[src/rtl/fp_mac_adder.sv]
// fp_mac_adder: 4-stage pipelined FP32 adder forming the accumulate stage of the FP MAC.
// Denormals flush to zero, rounding is round-to-nearest-even, no backpressure.
// Define FP_MAC_ADD_FLAGS_EN to add the registered {invalid,overflow,underflow} flags port.
module fp_mac_adder #(
    parameter int LATENCY = 4
) (
    input  logic        clock,
    input  logic        resetn,
    input  logic        in_valid,
    input  logic [31:0] product_data,
    input  logic [31:0] sum_in_data,
    output logic        out_valid,
    output logic [31:0] result_data
`ifdef FP_MAC_ADD_FLAGS_EN
    ,
    output logic [2:0]  flags
`endif
);

    localparam logic [31:0] QNAN = 32'h7FC00000;

    typedef struct packed {
        logic        sign;
        logic        eff_sub;
        logic [7:0]  exp_a;
        logic [22:0] man_a;
        logic [22:0] man_b;
        logic [7:0]  diff;
        logic        spec;
        logic [31:0] spec_res;
    } s1_t;

    typedef struct packed {
        logic        sign;
        logic        eff_sub;
        logic [7:0]  exp_a;
        logic [26:0] a_al;
        logic [26:0] b_al;
        logic        spec;
        logic [31:0] spec_res;
    } s2_t;

    typedef struct packed {
        logic        sign;
        logic [7:0]  exp_a;
        logic [27:0] sum;
        logic [4:0]  lzc;
        logic        spec;
        logic [31:0] spec_res;
    } s3_t;

    logic [LATENCY-1:0] vld_q, vld_d;
    s1_t                s1_q, s1_d;
    s2_t                s2_q, s2_d;
    s3_t                s3_q, s3_d;
    logic [31:0]        result_q, result_d;
`ifdef FP_MAC_ADD_FLAGS_EN
    logic [2:0]         flags_q, flags_d;
`endif

    // Leading-zero count of the 27-bit sum below the carry position (27 when all zero)
    function automatic logic [4:0] lzc27(input logic [26:0] v);
        logic [4:0] n;
        logic       found;
        n     = 5'd27;
        found = 1'b0;
        for (int i = 26; i >= 0; i--) begin
            if (!found && v[i]) begin
                n     = 5'(26 - i);
                found = 1'b1;
            end
        end
        return n;
    endfunction

    // Round-to-nearest-even on G/R/S, renormalise a rounding carry, saturate to Inf
    function automatic logic [31:0] round_pack(input logic sign, input logic signed [9:0] exp_in,
                                               input logic [26:0] norm);
        logic [24:0]       man;
        logic signed [9:0] e;
        logic              up;
        up  = norm[2] & (norm[1] | norm[0] | norm[3]);
        man = {1'b0, norm[26:3]} + {24'd0, up};
        e   = exp_in;
        if (man[24]) begin
            man = man >> 1;
            e   = e + 10'sd1;
        end
        if (e >= 10'sd255) return {sign, 8'hFF, 23'd0};
        return {sign, e[7:0], man[22:0]};
    endfunction

    // Valid shift register: one bit per stage, always advancing
    always_comb begin
        vld_d = {vld_q[LATENCY-2:0], in_valid};
    end

    // S1: unpack, flush denormals, order operands by magnitude, resolve special operands
    always_comb begin
        logic        sa, sb, swap;
        logic [7:0]  ea, eb;
        logic [22:0] ma, mb;
        logic        nan_a, nan_b, inf_a, inf_b, zero_a, zero_b;
        sa     = product_data[31];
        ea     = product_data[30:23];
        ma     = (ea == 8'd0) ? 23'd0 : product_data[22:0];
        sb     = sum_in_data[31];
        eb     = sum_in_data[30:23];
        mb     = (eb == 8'd0) ? 23'd0 : sum_in_data[22:0];
        nan_a  = (ea == 8'hFF) && (ma != 23'd0);
        nan_b  = (eb == 8'hFF) && (mb != 23'd0);
        inf_a  = (ea == 8'hFF) && (ma == 23'd0);
        inf_b  = (eb == 8'hFF) && (mb == 23'd0);
        zero_a = (ea == 8'd0);
        zero_b = (eb == 8'd0);
        swap   = {eb, mb} > {ea, ma};
        s1_d   = s1_q;
        if (in_valid) begin
            s1_d.sign     = swap ? sb : sa;
            s1_d.eff_sub  = sa ^ sb;
            s1_d.exp_a    = swap ? eb : ea;
            s1_d.man_a    = swap ? mb : ma;
            s1_d.man_b    = swap ? ma : mb;
            s1_d.diff     = swap ? (eb - ea) : (ea - eb);
            s1_d.spec     = 1'b1;
            if (nan_a || nan_b || (inf_a && inf_b && (sa != sb))) s1_d.spec_res = QNAN;
            else if (inf_a)             s1_d.spec_res = {sa, 8'hFF, 23'd0};
            else if (inf_b)             s1_d.spec_res = {sb, 8'hFF, 23'd0};
            else if (zero_a && zero_b)  s1_d.spec_res = {sa & sb, 31'd0};
            else if (zero_a)            s1_d.spec_res = {sb, eb, mb};
            else if (zero_b)            s1_d.spec_res = {sa, ea, ma};
            else begin
                s1_d.spec     = 1'b0;
                s1_d.spec_res = 32'd0;
            end
        end
    end

    // S2: build hidden-1 significands with G/R/S and align B, folding lost bits into sticky
    always_comb begin
        logic [26:0] b_ext, b_sh, lost_mask;
        b_ext     = {1'b1, s1_q.man_b, 3'b000};
        b_sh      = b_ext >> s1_q.diff;
        lost_mask = (27'd1 << s1_q.diff) - 27'd1;
        s2_d      = s2_q;
        if (vld_q[0]) begin
            s2_d.sign     = s1_q.sign;
            s2_d.eff_sub  = s1_q.eff_sub;
            s2_d.exp_a    = s1_q.exp_a;
            s2_d.a_al     = {1'b1, s1_q.man_a, 3'b000};
            s2_d.spec     = s1_q.spec;
            s2_d.spec_res = s1_q.spec_res;
            if (s1_q.diff >= 8'd26) s2_d.b_al = 27'd1;
            else s2_d.b_al = {b_sh[26:1], b_sh[0] | (|(b_ext & lost_mask))};
        end
    end

    // S3: magnitude add or subtract (A-B never goes negative) and leading-zero count
    always_comb begin
        logic [27:0] sum;
        sum  = s2_q.eff_sub ? ({1'b0, s2_q.a_al} - {1'b0, s2_q.b_al})
                            : ({1'b0, s2_q.a_al} + {1'b0, s2_q.b_al});
        s3_d = s3_q;
        if (vld_q[1]) begin
            s3_d.sign     = s2_q.sign;
            s3_d.exp_a    = s2_q.exp_a;
            s3_d.sum      = sum;
            s3_d.lzc      = lzc27(sum[26:0]);
            s3_d.spec     = s2_q.spec;
            s3_d.spec_res = s2_q.spec_res;
        end
    end

    // S4: normalise, round and pack, or pass the bypassed special result through
    always_comb begin
        logic [26:0]       norm;
        logic signed [9:0] exp_n;
        logic [31:0]       res;
        norm  = '0;
        exp_n = '0;
        if (s3_q.spec) begin
            res = s3_q.spec_res;
        end else if (s3_q.sum == 28'd0) begin
            res = 32'd0;
        end else begin
            if (s3_q.sum[27]) begin
                norm  = {s3_q.sum[27:2], s3_q.sum[1] | s3_q.sum[0]};
                exp_n = $signed({2'b00, s3_q.exp_a}) + 10'sd1;
            end else begin
                norm  = s3_q.sum[26:0] << s3_q.lzc;
                exp_n = $signed({2'b00, s3_q.exp_a}) - $signed({5'd0, s3_q.lzc});
            end
            if (exp_n <= 10'sd0) res = {s3_q.sign, 31'd0};
            else res = round_pack(s3_q.sign, exp_n, norm);
        end
        result_d = result_q;
        if (vld_q[2]) result_d = res;
`ifdef FP_MAC_ADD_FLAGS_EN
        flags_d = flags_q;
        if (vld_q[2]) begin
            flags_d = {s3_q.spec && (s3_q.spec_res == QNAN),
                       !s3_q.spec && (s3_q.sum != 28'd0) && (exp_n > 10'sd0) && (res[30:23] == 8'hFF),
                       !s3_q.spec && (s3_q.sum != 28'd0) && (exp_n <= 10'sd0)};
        end
`endif
    end

    // Pipeline and output registers; all clear on reset so nothing in flight survives
    always_ff @(posedge clock or negedge resetn) begin
        if (!resetn) begin
            vld_q    <= '0;
            s1_q     <= '0;
            s2_q     <= '0;
            s3_q     <= '0;
            result_q <= '0;
`ifdef FP_MAC_ADD_FLAGS_EN
            flags_q  <= '0;
`endif
        end else begin
            vld_q    <= vld_d;
            s1_q     <= s1_d;
            s2_q     <= s2_d;
            s3_q     <= s3_d;
            result_q <= result_d;
`ifdef FP_MAC_ADD_FLAGS_EN
            flags_q  <= flags_d;
`endif
        end
    end

    assign out_valid   = vld_q[LATENCY-1];
    assign result_data = result_q;
`ifdef FP_MAC_ADD_FLAGS_EN
    assign flags       = flags_q;
`endif

endmodule
[config.mk]
export PLATFORM = sky130hd
export DESIGN_NAME = fp_mac_adder
export DESIGN_NICKNAME = d
export VERILOG_FILES = /design/src/rtl/fp_mac_adder.sv
export SDC_FILE = /design/constraint.sdc
export NUM_CORES = 1
export LEC_CHECK = 0
export ABC_CLOCK_PERIOD_IN_PS = 7400
export BUFFER_PORTS_ARGS = -buffer_cell sky130_fd_sc_hd__buf_2
export CORE_MARGIN = 4
export CORE_UTILIZATION = 60
export CTS_CLUSTER_SIZE = 8
export DETAILED_ROUTE_END_ITERATION = 8
export GPL_ROUTABILITY_DRIVEN = 0
export MAX_ROUTING_LAYER = met4
export PLACE_DENSITY = 0.78
export SETUP_SLACK_MARGIN = 0.3
export SLEW_MARGIN = 10
export SYNTH_ARGS = -nofsm -noshare
export SYNTH_HDL_FRONTEND = slang
export SYNTH_SLANG_ARGS = --single-unit
[constraint.sdc]
create_clock -name clock -period 7.4 [get_ports clock]
set_input_delay 0.37 -clock clock [delete_from_list [all_inputs] [get_ports clock]]
set_output_delay 0.37 -clock clock [all_outputs]
set_load 0.03 [all_outputs]
; Word level (Yosys, flattened, before mapping)
; Cells that the tools add are included.
[op_classes]
addsub = 9
order_cmp = 4
n_eq_ne = 3
n_shift = 3
muxes = 120
bitwise_logic = 8
n_reduce_logical = 69
[op_table]
columns = cell, n
row1 = $mux W32, 11
row2 = $mux W5, 27
row3 = $mux W23, 5
row4 = $mux W27, 4
row5 = $mux W10, 7
row6 = $mux W1, 63
row7 = $logic_not A23 Y1, 2
row8 = $reduce_bool A23 Y1, 2
row9 = $logic_and A1 B1 Y1, 33
row10 = $gt A31 B31 Y1, 1
row11 = $add A27 B27 Y28, 1
row12 = $logic_not A28 Y1, 1
row13 = $mux W28, 1
row14 = $sub A27 B27 Y28, 1
row15 = $and A27 B27 Y27, 1
row16 = $reduce_or A27 Y1, 1
row17 = $shl A1 B8 Y27 const A, 1
row18 = $shl A27 B5 Y27, 1
row19 = $shr A27 B8 Y27, 1
row20 = $sub A27 B1 Y27 const B, 1
row21 = $logic_not A1 Y1, 26
row22 = $add A24 B1 Y25, 1
row23 = $eq A8 B8 Y1 const B, 2
row24 = $logic_not A8 Y1, 2
row25 = other kinds (13), 20
[totals]
reg_bits = 302
in_bits = 67
wordCells = 239

; Longest topological paths before layout
[depth]
depth_word = 107
ltp_mapped = 19
mapped_depth_nobuf = 14

; Worst setup path after synthesis
; Ideal clock, no wire load.
[synth_path]
kind = input to register
startpoint = input port sum_in_data[23]
endpoint = register s1_q[48] (netlist name)
setup_ns = 0.137
t_arrival_ns = 4.081
slack_ns = 3.182
path_stages = 19
n_path_buf = 5
cell_sequence = nor4_1 > nand2_1 > clkbuf_1 > clkbuf_1 > and2_1 > ha_1 > a21o_1 > a21o_1 > a21o_1 > a21oi_1 > o22ai_1 > a2111oi_0 > a21o_1 > clkbuf_1 > clkbuf_1 > clkbuf_1 > nor2_1 > a21oi_1 > a21oi_1
[synth_between]
elab_chain_len = 4
[synth_rtl]
columns = item, line
row1 = "start, declared", 11  ; input logic [31:0] sum_in_data,
row2 = $logic_not A8 Y1, 109  ; mb = (eb == 8'd0) ? 23'd0 : sum_in_data[22:0];
row3 = $mux W23, 109
row4 = $gt A31 B31 Y1, 116  ; swap = {eb, mb} > {ea, ma};
row5 = $mux W23 (*), 123  ; s1_d.man_b = swap ? ma : mb;
row6 = "end signal, assigned", 212  ; s1_q <= '0;
row7 = "end signal, assigned", 221  ; s1_q <= s1_d;
row8 = "end, declared", 53  ; s1_t s1_q, s1_d;
; Every way passes the cells marked *; elsewhere a longest branch is shown, timed or not.
; A chain may end at the register's enable or synchronous reset.

; Worst setup path in the final report
[layout_path]
startpoint = register s3_q[35] (netlist name)
endpoint = register result_q[3], in the netlist result_data[3]
[layout_between]
elab_chain_len = 21
elab_cells_between_ends = 28
cone_classes = add/sub (3) / order compare (2) / shift (1) / mux (19) / bitwise (3)
[layout_rtl]
columns = item, line
row1 = "start, declared", 55  ; s3_t s3_q, s3_d;
row2 = "start signal, assigned", 214  ; s3_q <= '0;
row3 = "start signal, assigned", 223  ; s3_q <= s3_d;
row4 = $shl A27 B5 Y27, 190  ; norm = s3_q.sum[26:0] << s3_q.lzc;
row5 = $mux W27, 186  ; if (s3_q.sum[27]) begin
row6 = $mux W27, 183  ; end else if (s3_q.sum == 28'd0) begin
row7 = $mux W27, 181  ; if (s3_q.spec) begin
row8 = $or A1 B1 Y1 (2 in a row), 82  ; up = norm[2] & (norm[1] | norm[0] | norm[3]);
row9 = $and A1 B1 Y1, 82
row10 = $add A24 B1 Y25, 83  ; man = {1'b0, norm[26:3]} + {24'd0, up};
row11 = $mux W10, 85  ; if (man[24]) begin
row12 = [4 not listed], --
row13 = $mux W1, 89  ; if (e >= 10'sd255) return {sign, 8'hFF, 23'd0};
row14 = $mux W1, 193  ; if (exp_n <= 10'sd0) res = {s3_q.sign, 31'd0};
row15 = $mux W1, 183
row16 = $mux W1, 181
row17 = $mux W32, 90  ; return {sign, e[7:0], man[22:0]};
row18 = $mux W32 (*), 193
row19 = $mux W32 (*), 183
row20 = $mux W32 (*), 181
row21 = "end signal, assigned", 224  ; result_q <= result_d;
row22 = "end, declared", 56  ; logic [31:0] result_q, result_d;
; Every way passes the cells marked *; elsewhere a longest branch is shown, timed or not. The select of a mux whose other input is x is not followed.

==> summary.md <==
| Metric | Value |
|---|---|
| Status | `finished, final reports clean` |
| Share of cells above drive strength 1 | `15.4%` |
| Final Net Count | `2582` |
| Number of global-route vias before repair | `18800` |
| Syn Std Cell Area | `21500 µm²` |
| Worst Skew | `19.6 ps` |
| Synth Flop Type | `dfrtp_1` |
| Placed wire-length estimate | `47.3 mm` |
| Post-Synthesis Mean Instance Area | `8.89 µm²` |
| Grt ovf | `0` |
| Final setup TNS | `0 ps` |
| Setup-failing EPs final | `0` |
| Max-slew headroom | `17.7%` |
| RSZ-0062 raised after global routing | `false` |
| Routed Antenna Nets | `0` |
| Routed WL per cell | `22.6 µm` |
| Root Buffer | `clkbuf_16` |
| Comb pwr share | `36.8%` |
| First-pass GRT wire length | `102 mm` |
| Share of the synthesized area in the top cell type | `35.1%` |
| Int Power | `3900 µW` |
| Reg clk slew, reported paths | `50 ps` |
| WS Path Type | `reg2reg` |
| Area Growth Syn to Fin | `8.43%` |
| Fin. Hold Viols | `0` |
| Sequential power share | `34.9%` |
| WP data required | `7870 ps` |
| Critical path startpoint category | `flop` |
| Critical Path End Type | `flop` |
| Yosys warns | `0` |
| IO buf count | `99` |
| H-tree depth | `2` |
| Die span in x | `197 µm` |
| CTS sink cnt | `302` |
| # fillers | `2785` |
| CTS tree | `built` |
| Via/cell ratio | `6.86` |
| Slew Limit Fails | `0` |
| DR vias | `19800` |
| Clk buf depth | `3` |
| Crit path DAT | `6060 ps` |
| Static Leak | `0.00970 µW` |
| Switching Share | `39.2%` |
| GR Util All Layers | `33.5%` |
| Distinct cell type count after synthesis | `96` |
| Skew-Pair Late Insertion Delay | `570 ps` |
| Async set-or-reset flop fraction in the synthesized netlist | `100%` |
| CTS Buf Count | `44` |
| Achievable Freq | `179 MHz` |
| Worst-path maximum fanout | `26` |
| P_sw | `2520 µW` |
| # DRC | `0` |
| Core outline area | `35500 µm²` |
| Crit path time final | `5590 ps` |
| # IOs | `100` |
| Power per cell area | `275 nW/µm²` |
| Post-synth EDFFs | `0` |
| Antenna Cells | `0` |
| Min-Delay Path Class | `in2reg` |
| Starting density of the core | `60.7%` |
| Final wirelength | `65.0 mm` |
| Cell taking the most area after synthesis | `dfrtp_1` |
| Clock Power Share | `28.3%` |
| Die area | `39000 µm²` |
| First-pass DRT Iterations | `8` |
| Antenna violations before repair | `0` |
| Mapped Cells | `2422` |
| FP Rows | `69` |
| Syn_nets | `2590` |
| Register area share after synthesis | `35.1%` |
| Initial drt markers | `2605` |
| Post-route clock period utilization | `75.5%` |
| Largest cells by area after synthesis | `dfrtp_1 35%, mux2_2 7.2%, a21oi_1 5.8%` |
| Final Power | `6410 µW` |
| Pin count of the biggest net entering global routing | `188` |
| Max Cap Viol | `0` |
| Postcts setup bufs | `0` |
| Worst VDD drop | `0.211 mV` |
| Flops & latches, synth | `302` |
| Worst Tran Pin Value | `1200 ps` |
| Die height | `197 µm` |
## worst max-delay path, stage by stage, from the launching register on
cell and delay [ps]:
dfrtp_1 630, clkinv_1 810, mux4_2 790, o221ai_2 270
nor4b_4 330, nand4_2 230, or4b_1 780, or2_0 470
a31oi_4 350, nand4_1 490, o221ai_1 340
## final timing paths
kind / slack [ps] / endpoint / from / cells past startpoint
worst min register to register: 480 / s1_q[14]$_DFFE_PN0P_ / s1_q[14]$_DFFE_PN0P_ / 1
max in group asynchronous: 5300 / vld_q[0]$_DFF_PN0_ / resetn / 3
worst max-delay path: 1810 / result_data[3]$_DFFE_PN0P_ / s3_q[35]$_DFFE_PN0P_ / 10
min in group asynchronous: 450 / result_data[15]$_DFFE_PN0P_ / resetn / 2
worst max register to register: 1810 / result_data[3]$_DFFE_PN0P_ / s3_q[35]$_DFFE_PN0P_ / 10
worst min-delay path: 140 / s1_q[29]$_DFFE_PN0P_ / sum_in_data[29] / 3
## state kept, by name, summed over array words and instances, names as in the netlist
| register | flops |
|---|---|
| s1_q | 97 |
| result_data | 32 |
| vld_q | 4 |
| s2_q | 94 |
| s3_q | 75 |
## logic make-up after synthesis
| logic type | after synthesis | synth area share, % |
|---|---|---|
| buffers and inverters | 268 | 4.90 |
| XOR/XNOR | 56 | 2.28 |
| adder cells (fa/ha/maj) | 101 | 6.01 |
| AO/OA/AOI/OAI | 722 | 21.6 |
| multiplexers | 215 | 13.0 |
| flip-flops | 302 | 35.1 |
| AND/OR/NAND/NOR | 758 | 17.1 |
## Yosys cell counts (11+ instances only)
library cell	n
dfrtp_1	302
a21oi_1	251
nor2_1	238
nand2_1	191
mux2_2	137
clkbuf_1	135
o21ai_0	116
ha_1	97
inv_1	95
nand3_1	62
mux2i_1	40
mux4_2	38
nor3_1	38
nor2b_1	37
xnor2_1	36
and2_1	35
a31oi_1	31
o211ai_1	30
o22ai_1	28
a211oi_1	25
nor4_1	24
o2bb2ai_1	23
o31ai_1	23
nand4_1	20
xor2_1	20
nand2b_1	19
o21ai_1	19
o221ai_1	18
a21o_1	17
buf_1	17
o21a_1	16
nor3b_1	13
o21bai_1	11
or2_2	11
## metrics by stage
| stage | cell area [µm²] | worst slack (ps) | util, % | hold slack (ps) | std cells |
|---|---|---|---|---|---|
| global route | 23300 | 1380 | 65.8 | 139 | 2884 |
| floorplan | 21500 | 3180 | - | 74.4 | 2422 |
| finish | 23300 | 1810 | 65.8 | 138 | 2884 |
| global placement | 22100 | 2220 | 62.2 | 475 | 2828 |
| detailed placement | 22100 | 1930 | 62.2 | 469 | 2828 |
| CTS | 23300 | 1920 | 65.8 | 122 | 2884 |
## placed cells by master, fill, tap and decap left out, types with 23 or more instances in the layout
master and count:
nor4_1 24, a31oi_1 31, buf_2 97, and2_1 35, a21oi_1 250, o211ai_1 30
mux2_2 137, nand3_1 62, o21ai_0 116, xnor2_1 36, o2bb2ai_1 23, nor3_1 37
a211oi_1 25, nand2_1 191, mux2i_1 40, dfrtp_1 297, nor2_1 237, nor2b_1 37
mux4_2 38, inv_1 95, o22ai_1 28, clkbuf_16 44, ha_1 97, o31ai_1 23
## layout make-up
cell class | count | area [µm²] | area share (%)
inverters | 100 | 375 | 1.61
clock inverters | 4 | 98.8 | 0.423
repair buffers | 114 | 636 | 2.72
clock buffers | 51 | 1150 | 4.92
multi-input cells | 1852 | 12900 | 55.4
flip-flops and latches | 302 | 7570 | 32.4
well taps | 461 | 577 | 2.47
## power groups by stage
| stage | combinational (µW) | sequential, µW | clock, µW |
|---|---|---|---|
| 3_3_place_gp | 2230 | 2230 | 0 |
| 4_1_cts | 2300 | 2220 | 1840 |
| 2_1_floorplan | 1660 | 2180 | 0 |
| 3_5_place_dp | 2280 | 2240 | 0 |
| 5_1_grt | 2550 | 2260 | 1910 |
| 6_report | 2360 | 2240 | 1820 |
## what timing repair did
item / CTS / global route
gates resized for setup: 0 / 0
hold buffers: 1 / 0
endpoints found under the hold margin: 113 / 0
## per-layer routing
layer / wire, µm / vias up / GRT usage (%) / share of wire [%]
li1: - / 8875 / - / -
met4: 2740 / 0 / 11.5 / 4.2
met3: 6230 / 235 / 6.04 / 9.6
met5: 0 / - / - / 0
met2: 29600 / 1201 / 51.0 / 45
met1: 26500 / 9464 / 45.6 / 41
Power figures use the tool's default switching activity.
